<file path="config.mk">
export PLATFORM = sky130hd
export DESIGN_NAME = fp_serializer_flat
export DESIGN_NICKNAME = d
export VERILOG_FILES = /design/src/rtl/fp_serializer_if.sv /design/src/rtl/fp_serializer.sv /design/src/flat_wrapper.sv
export SDC_FILE = /design/constraint.sdc
export NUM_CORES = 1
export LEC_CHECK = 0
export CORE_UTILIZATION = 55
export DETAILED_ROUTE_END_ITERATION = 16
export MAX_ROUTING_LAYER = met4
export PLACE_DENSITY = 0.79
export SKIP_LAST_GASP = 1
export SLEW_MARGIN = 20
export SYNTH_ARGS = -nofsm -noshare
export SYNTH_HDL_FRONTEND = slang
export SYNTH_SLANG_ARGS = --single-unit
</file>
<file path="constraint.sdc">
create_clock -name clk -period 4.15 [get_ports clk]
set_clock_uncertainty 0.2 [all_clocks]
set_input_delay 0.415 -clock clk [delete_from_list [all_inputs] [get_ports clk]]
set_output_delay 0.415 -clock clk [all_outputs]
set_load 0.03 [all_outputs]
</file>
<file path="src/rtl/fp_serializer_if.sv">
// rtl/fp_serializer_if.sv - handshake and serial-line bundle for fp_serializer
//
// Purpose: groups the word handshake (in_valid/in_ready with s/e/f) and the
// serial-side outputs (tx, busy, frame_done) so they travel as one port.
//
// Signals:
//   in_valid   - producer presents a float word on s/e/f
//   in_ready   - serializer can accept a word this cycle
//   s, e, f    - sign, 3-bit exponent, 4-bit significand
//   tx         - serial line, idle high
//   busy       - a frame is in progress
//   frame_done - one-cycle pulse in the final cycle of a frame
//
// master: the word producer.  slave: the serializer.

interface fp_serializer_if;
  logic       in_valid;
  logic       in_ready;
  logic       s;
  logic [2:0] e;
  logic [3:0] f;
  logic       tx;
  logic       busy;
  logic       frame_done;

  modport master (
    output in_valid, s, e, f,
    input  in_ready, tx, busy, frame_done
  );

  modport slave (
    input  in_valid, s, e, f,
    output in_ready, tx, busy, frame_done
  );
endinterface

</file>
<file path="src/rtl/fp_serializer.sv">
// rtl/fp_serializer.sv - 11-bit framed serializer for 8-bit float words
//
// Purpose: accepts a {s, e, f} float word through a valid/ready handshake and
// sends it on tx as: start(0), 8 data bits MSB first, even parity, stop(1).
// Every bit is held for CLKS_PER_BIT clk cycles.
//
// Parameters:
//   CLKS_PER_BIT - clk cycles per serial bit (1..65535)
//
// Ports:
//   clk  - clock, rising edge
//   rst  - asynchronous active-high reset; forces tx high and aborts a frame
//   bus  - fp_serializer_if.slave: in_valid/in_ready/s/e/f in,
//          tx/busy/frame_done out

module fp_serializer #(
  parameter int CLKS_PER_BIT = 4
) (
  input  logic            clk,
  input  logic            rst,
  fp_serializer_if.slave  bus
);

  localparam logic [2:0] IDLE   = 3'd0;
  localparam logic [2:0] START  = 3'd1;
  localparam logic [2:0] DATA   = 3'd2;
  localparam logic [2:0] PARITY = 3'd3;
  localparam logic [2:0] STOP   = 3'd4;

  // The baud counter counts down to zero; zero marks the last cycle of a bit.
  localparam logic [15:0] BAUD_RELOAD = 16'(CLKS_PER_BIT - 1);

  logic [2:0]  r_state;
  logic [7:0]  r_shift;
  logic        r_parity;
  logic [15:0] r_baud;
  logic [2:0]  r_bit;
  logic        r_tx;

  logic        w_idle;
  logic        w_accept;
  logic        w_bit_end;
  logic [7:0]  w_byte;

  assign w_byte    = {bus.s, bus.e, bus.f};
  assign w_idle    = (r_state == IDLE);
  assign w_accept  = w_idle && bus.in_valid;
  assign w_bit_end = (r_baud == 16'd0);

  always_ff @(posedge clk or posedge rst) begin
    if (rst) begin
      r_state  <= IDLE;
      r_shift  <= 8'd0;
      r_parity <= 1'b0;
      r_baud   <= 16'd0;
      r_bit    <= 3'd0;
      r_tx     <= 1'b1;
    end else begin
      case (r_state)
        IDLE: begin
          if (w_accept) begin
            // Parity is taken from the captured byte so later changes on
            // s/e/f cannot reach the frame.
            r_state  <= START;
            r_shift  <= w_byte;
            r_parity <= ^w_byte;
            r_baud   <= BAUD_RELOAD;
            r_bit    <= 3'd0;
            r_tx     <= 1'b0;
          end
        end

        START: begin
          if (w_bit_end) begin
            // The shifter always presents the next bit in its MSB, so moving
            // to a new data bit is "drive MSB, shift left".
            r_state <= DATA;
            r_tx    <= r_shift[7];
            r_shift <= {r_shift[6:0], 1'b0};
            r_bit   <= 3'd0;
            r_baud  <= BAUD_RELOAD;
          end else begin
            r_baud <= r_baud - 16'd1;
          end
        end

        DATA: begin
          if (w_bit_end) begin
            r_baud <= BAUD_RELOAD;
            if (r_bit == 3'd7) begin
              r_state <= PARITY;
              r_tx    <= r_parity;
            end else begin
              r_bit   <= r_bit + 3'd1;
              r_tx    <= r_shift[7];
              r_shift <= {r_shift[6:0], 1'b0};
            end
          end else begin
            r_baud <= r_baud - 16'd1;
          end
        end

        PARITY: begin
          if (w_bit_end) begin
            r_state <= STOP;
            r_tx    <= 1'b1;
            r_baud  <= BAUD_RELOAD;
          end else begin
            r_baud <= r_baud - 16'd1;
          end
        end

        STOP: begin
          if (w_bit_end) begin
            // Returning to IDLE costs one cycle, which gives the idle-high
            // gap between back-to-back frames.
            r_state <= IDLE;
            r_tx    <= 1'b1;
            r_bit   <= 3'd0;
            r_baud  <= 16'd0;
          end else begin
            r_baud <= r_baud - 16'd1;
          end
        end

        default: begin
          r_state <= IDLE;
          r_tx    <= 1'b1;
          r_baud  <= 16'd0;
          r_bit   <= 3'd0;
        end
      endcase
    end
  end

  assign bus.in_ready   = w_idle;
  assign bus.busy       = ~w_idle;
  assign bus.tx         = r_tx;
  // Decoded from registers only: high for the last cycle of STOP.
  assign bus.frame_done = (r_state == STOP) && w_bit_end;

endmodule

</file>
<file path="src/flat_wrapper.sv">
// flat-port wrapper written by rule: the top's interface ports become plain ports
module fp_serializer_flat 
#(
  parameter int CLKS_PER_BIT = 4
)
  (clk, rst, bus_in_valid, bus_s, bus_e, bus_f, bus_in_ready, bus_tx, bus_busy, bus_frame_done);
  fp_serializer_if bus_i ();
  input  logic clk;
  input  logic rst;
  input wire logic [$bits(bus_i.in_valid)-1:0] bus_in_valid;
  input wire logic [$bits(bus_i.s)-1:0] bus_s;
  input wire logic [$bits(bus_i.e)-1:0] bus_e;
  input wire logic [$bits(bus_i.f)-1:0] bus_f;
  output wire logic [$bits(bus_i.in_ready)-1:0] bus_in_ready;
  output wire logic [$bits(bus_i.tx)-1:0] bus_tx;
  output wire logic [$bits(bus_i.busy)-1:0] bus_busy;
  output wire logic [$bits(bus_i.frame_done)-1:0] bus_frame_done;
  assign bus_i.in_valid = bus_in_valid;
  assign bus_i.s = bus_s;
  assign bus_i.e = bus_e;
  assign bus_i.f = bus_f;
  assign bus_in_ready = bus_i.in_ready;
  assign bus_tx = bus_i.tx;
  assign bus_busy = bus_i.busy;
  assign bus_frame_done = bus_i.frame_done;
  fp_serializer #(.CLKS_PER_BIT(CLKS_PER_BIT)) u_core (.clk(clk), .rst(rst), .bus(bus_i));
endmodule
</file>
==> out/metrics.cfg, run 1 <==
[timing]
slew_violations = 0
rsz0062_at_grt = no
fin_tns_setup_ps = 0
relSlewSlack = 0.380
min_period_over_period = 0.774
finalSetupViolations = 0
finalCriticalPeriod_ps = 3210
finalHoldViolCount = 0
worst_pin_slew_ps = 921
max_freq_mhz = 311

[yosys]
async_flop_share = 1.00
synth_area_per_cell_um2 = 10.5
ys_warn_count = 0
synthesis.nets = 188
synth_seq_cells = 32
ys.flop_type = dfrtp_1
synth_area_um2 = 1830
ys_seq_area_frac = 0.439
synth_edf_count = 0
synthesis.instances = 174
ys_types = 42

[finish]
final_util = 0.671
syn_to_final_growth_pct = 14.0
n_antenna_cell = 0
drive_gt1_frac = 0.178
nets = 204

[routing]
firstDrtPassIters = 4
wl_per_cell_um = 15.7
drc_errors = 0
drt-initial-drc-count = 65
wl_um = 3690
drtAntennaViolNets = 0
viasPerCell = 6.03
vias = 1416

[global_routing]
grt_pass1_vias = 1435
grt_start_max_net_pins = 33
grt_util_all_layers = 0.254
overflow = 0
antenna_found_initial = 0
grt_pass1_wl_um = 6350

[outcome]
outcome = finished clean

[cts]
clock_sinks = 32
cts-hold-fix-buffers = 0
root_buffer = clkbuf_4
cts_tree = done
cts_buffers = 5
clk_pin_slew_ps = 110
htree_levels = 2
post_cts_buffers = 0
cts_buffer_depth = 2
clock_latency_ps = 340
cts_resized = 0

[place]
dp_hpwl_um = 2630
port_buffers = 14
gp_congestion = 0.822

[min_path]
hold_path.class = primary input to async pin

[worst_setup_path]
worst-setup-path-type = register to output pin
rrSetupSlack_ps = 1320
reg2regPathDepth = 6
path_cells = inv_1 -> ha_1 -> nor4b_1 -> nand4_2 -> nor2_1 -> clkdlybuf4s50_1
r2r_end = u_core.r_shift[2]$_DFFE_PP0P_
rr_startpoint = u_core.r_baud[0]$_DFFE_PP0P_
endpoint_kind = output pin
slowest_stage = clkdlybuf4s50_1
slowest_delay_ps = 680
path_max_fanout = 12
required_ps = 3530
crit_path_start_kind = register
worst-path-buf-inv = 2
crit_family = simple AND/OR/NAND/NOR gates
cp_data_arrival_time_ps = 2600

[floorplan]
core.rowCount = 20
ios = 15
dieArea_um2 = 3560
start_util = 0.589
core_region_area_um2 = 3100
fp.dieH_um = 59.6
die_w_um = 59.6

[job]
maxCapViolCount = 0

[pwr]
peakVddDrop_mv = 0.489
p_leak_nw = 0.880
powerDensity_nw_per_um2 = 861

==> cell families (layout without fill, tap and decap cells) <==
family / count (synthesis) / after routing / synth area share
adders and majority gates: 3 / 3 / 0.0206
xor gates and xnor gates: 16 / 16 / 0.0767
AOI/OAI and AO/OA: 30 / 30 / 0.117
and+or+nand+nor: 61 / 61 / 0.199
buffers and inverters: 12 / 29 / 0.0247
DFF: 32 / 32 / 0.439
muxes: 20 / 20 / 0.123
==> per-layer routing <==
layer  part of all wire  up-vias  track usage
met5                  0        -            -
met4             0.0079        0       0.0897
met3              0.030        5       0.0873
met2               0.54       22        0.445
met1               0.42      711        0.265
li1                   -      678            -
==> state kept, by name, summed over array words and instances, names as in the netlist <==
signal / count
u_core.r_baud: 16
u_core.r_shift: 8
u_core.r_bit: 3
u_core.r_state: 3
u_core.bus.tx: 1
u_core.r_parity: 1
==> power breakdown <==
| group | switching (mW) | internal [mW] |
|---|---|---|
| sequential | 0.145 | 0.451 |
| clock | 0.108 | 0.126 |
| combinational | 0.505 | 0.458 |
==> placed cells by master (no fill, tap or decap), types with 4 or more instances in the layout <==
cell              n
or3_1             5
xnor2_1          12
nor3_1            5
a21oi_1          10
o21ai_0           5
nor2_1           17
mux2_2           19
or4_1             7
nand2_1           4
inv_1             6
xor2_1            4
nor4_1            4
clkdlybuf4s50_1  14
dfrtp_1          31
clkbuf_4          5
o31ai_1           4
==> layout make-up <==
cell class / count / area [um2]
clock buffers: 6 / 41.3
well taps: 44 / 55.1
fillers: 257 / 1020
repair buffers: 15 / 148
multi-input cells: 130 / 980
flip-flops and latches: 32 / 802
inverters: 6 / 22.5
clock inverters: 2 / 35.0
==> worst max path at each step <==
stage                     slack (ps)                         start  cells after the start              to
after global routing             710  u_core.r_baud[0]$_DFFE_PP0P_                      6  bus_frame_done
after detailed placement        1310  u_core.r_baud[0]$_DFFE_PP0P_                      6  bus_frame_done
final                            940  u_core.r_baud[0]$_DFFE_PP0P_                      6  bus_frame_done
after CTS                        920  u_core.r_baud[0]$_DFFE_PP0P_                      6  bus_frame_done
after floorplan                 1760  u_core.r_baud[0]$_DFFE_PP0P_                      6  bus_frame_done
after global placement          1380  u_core.r_baud[0]$_DFFE_PP0P_                      6  bus_frame_done
==> Yosys cell counts (2+ instances only) <==
library cell  count  area [um2]
nand3_1           2        10.0
o21ai_0           5        25.0
or3_1             5        31.3
inv_1             6        22.5
nor2_1           17        63.8
ha_1              3        37.5
nor4_1            4        25.0
nor4b_1           3        26.3
and3_1            2        12.5
dfrtp_1          31         776
a21oi_1          10        50.1
nand2b_1          3        18.8
mux2_2           19         214
nor3_1            5        25.0
nand2_1           4        15.0
clkbuf_1          5        18.8
nand4_1           2        12.5
o31ai_1           4        30.0
xnor2_1          12         105
or4_1             7        52.6
xor2_1            4        35.0
==> worst register-to-register path: stages, from the launching register on <==
cell and delay (ps):
dfrtp_1 430, inv_1 70, ha_1 210, nor4b_1 320, nand4_2 350, a2111oi_4 710
mux2_2 410
==> stage by stage <==
step	cell area (um2)	hold WS, ps	setup slack (ps)	total power [mW]	instances
after floorplan	1830	275	1760	1.33	174
after global placement	2010	283	1380	1.49	227
after detailed placement	2010	295	1310	1.56	227
after CTS	2080	263	921	1.80	235
after global routing	2080	295	708	1.93	235
final	2080	252	936	1.79	235
Note: power is estimated with default switching activity, not from simulation.
==> run 2, diff against run 1 <==
CORE_UTILIZATION = 52   (was 55)
PLACE_DENSITY = 0.78   (was 0.79)
clock period = 2.8 ns   (was 4.15 ns; I/O delays follow)
==> out/metrics.cfg, run 2 (synthesis results as in run 1) <==
[finish]
nets = 210  ; was 204
syn_to_final_growth_pct = 15.5  ; was 14.0%
largest_reg_flops = 16  ; unchanged
n_antenna_cell = 0  ; unchanged
largestRegisters = u_core.r_baud: 16 flops, u_core.r_shift: 8 flops  ; unchanged
final_cell_mix = dfrtp_1, mux2_2, nor2_1, xnor2_1, clkdlybuf4s50_1  ; was dfrtp_1, mux2_2, nor2_1, clkdlybuf4s50_1, xnor2_1
nFillCells = 314  ; was 257
final_util = 0.628  ; was 0.671
drive_gt1_frac = 0.198  ; was 0.178
final_common_cell = dfrtp_1  ; unchanged
largest_register = u_core.r_baud  ; unchanged

[timing]
finalHoldViolCount = 0  ; unchanged
min_period_over_period = 0.943
worst_pin_slew_ps = 965  ; was 921 ps
fin_tns_setup_ps = 0  ; unchanged
rsz0062_at_grt = no  ; unchanged
max_freq_mhz = 379
relSlewSlack = 0.351  ; was 0.380
slew_violations = 0  ; unchanged
finalSetupViolations = 0  ; unchanged
finalCriticalPeriod_ps = 2640

[global_routing]
grt_pass1_vias = 1379  ; was 1,435
antenna_found_initial = 0  ; unchanged
grt_start_max_net_pins = 33  ; unchanged
overflow = 0  ; unchanged
grt_pass1_wl_um = 6220  ; was 6350 um
grt_util_all_layers = 0.243  ; was 0.254

[outcome]
outcome = finished clean  ; unchanged

[floorplan]
core.rowCount = 21  ; was 20
fp.dieH_um = 61.3  ; was 59.6 um
die_w_um = 61.3  ; was 59.6 um
start_util = 0.543  ; was 0.589
core_region_area_um2 = 3360  ; was 3100 um2
ios = 15  ; unchanged
dieArea_um2 = 3750  ; was 3560 um2

[place]
port_buffers = 14  ; unchanged
dp_hpwl_um = 2720  ; was 2630 um
gp_congestion = 0.791  ; was 0.822

[worst_setup_path]
worst-setup-path-type = register to output pin  ; unchanged
cp_data_arrival_time_ps = 2160  ; was 2600 ps
path_max_fanout = 14  ; was 12
reg2regPathDepth = 7  ; was 6
required_ps = 2320  ; was 3530 ps
crit_path_start_kind = register  ; unchanged
endpoint_kind = output pin  ; unchanged
rr_startpoint = u_core.r_baud[0]$_DFFE_PP0P_  ; unchanged
startpoint = u_core.r_state[1]$_DFFE_PP0P_  ; was u_core.r_baud[0]$_DFFE_PP0P_
rrSetupSlack_ps = 310  ; was 1320 ps
r2r_end = u_core.r_shift[7]$_DFFE_PP0P_  ; was u_core.r_shift[2]$_DFFE_PP0P_

[routing]
wl_met2_um = 1890  ; was 2000 um
vias = 1414  ; was 1,416
top_layer_used = met4  ; unchanged
wl_um = 3730  ; was 3690 um
drt-initial-drc-count = 60  ; was 65
met3_length_um = 102  ; was 111 um
drtAntennaViolNets = 0  ; unchanged
viasPerCell = 5.82  ; was 6.03
wl_met1_um = 1660  ; was 1550 um
firstDrtPassIters = 4  ; unchanged
drc_errors = 0  ; unchanged
wl_per_cell_um = 15.4  ; was 15.7 um

[cts]
cts_tree = done  ; unchanged
clk_pin_slew_ps = 90  ; was 110 ps
root_buffer = clkbuf_4  ; unchanged
htree_levels = 2  ; unchanged
cts_buffer_depth = 2  ; unchanged
cts_buffers = 5  ; unchanged
cts-hold-fix-buffers = 0  ; unchanged
clock_latency_ps = 330  ; was 340 ps
clock_sinks = 32  ; unchanged

[pwr]
peakVddDrop_mv = 0.725  ; was 0.489 mV
powerDensity_nw_per_um2 = 1250  ; was 861 nW/um2
p_leak_nw = 0.911  ; was 0.880 nW

[job]
maxCapViolCount = 0  ; unchanged

[min_path]
hold_path.class = primary input to async pin  ; unchanged

[run 2: cell types whose count changed in the layout (fill, tap and decap cells not counted)]
cell,delta
buf_4,+6
bufinv_16,-1
clkbuf_1,+2
clkdlybuf4s50_1,-2
clkinv_2,-1
dlygate4sd2_1,+1
dlymetal6s2s_1,+1
nor4b_1,-1
nor4b_2,+1
[run 2: final cells by class]
class	count	area, um2	area share
inverters	6	22.5	0.0107
multi-input cells	130	986	0.467
well taps	46	57.6	0.0273
repair buffers	21	194	0.0919
flip-flops and latches	32	802	0.380
clock buffers	8	48.8	0.0231
[run 2: power breakdown]
group	switching, mW	internal, mW	total (mW)
Clock	0.147	0.0999	0.247
Combinational	0.757	0.751	1.51
Sequential	0.212	0.668	0.881
Total	1.12	1.52	2.64
[run 2: repair_timing]
item | in CTS | in global routing
setup buffers | 0 | 0
gates resized for setup | 1 | 2
endpoints found under the setup margin | 1 | 2
[run 2: worst max-delay path, stage by stage (launching register included)]
cell and delay, ps:
dfrtp_1 540, or2_2 390, nor2_1 240, inv_1 60
clkdlybuf4s50_1 590
[run 2: layer usage]
layer / track usage / up-vias
met1: 0.270 / 703
met5: - / -
li1: - / 686
met4: 0.107 / 0
met2: 0.408 / 20
met3: 0.0630 / 5
[run 2: how the worst max path moves through the flow]
| stage | end | slack (ps) | cells after the start |
|---|---|---|---|
| floorplan | u_core.r_shift[0]$_DFFE_PP0P_ | 430 | 6 |
| global placement | bus_frame_done | 250 | 6 |
| detailed placement | bus_frame_done | 160 | 6 |
| CTS | bus_frame_done | 40 | 6 |
| global route | bus_frame_done | 9 | 6 |
| finish | bus_busy | 160 | 4 |
[run 2: stage by stage]
step | area (um2) | setup WS (ps) | cells | total power [mW] | hold WS [ps]
final | 2110 | 159 | 243 | 2.64 | 134
after CTS | 2100 | 38.0 | 243 | 2.65 | 126
after detailed placement | 2050 | 156 | 235 | 2.39 | 292
after floorplan | 1830 | 433 | 174 | 1.97 | 177
after global routing | 2110 | 8.83 | 243 | 2.84 | 170
after global placement | 2050 | 247 | 235 | 2.29 | 283
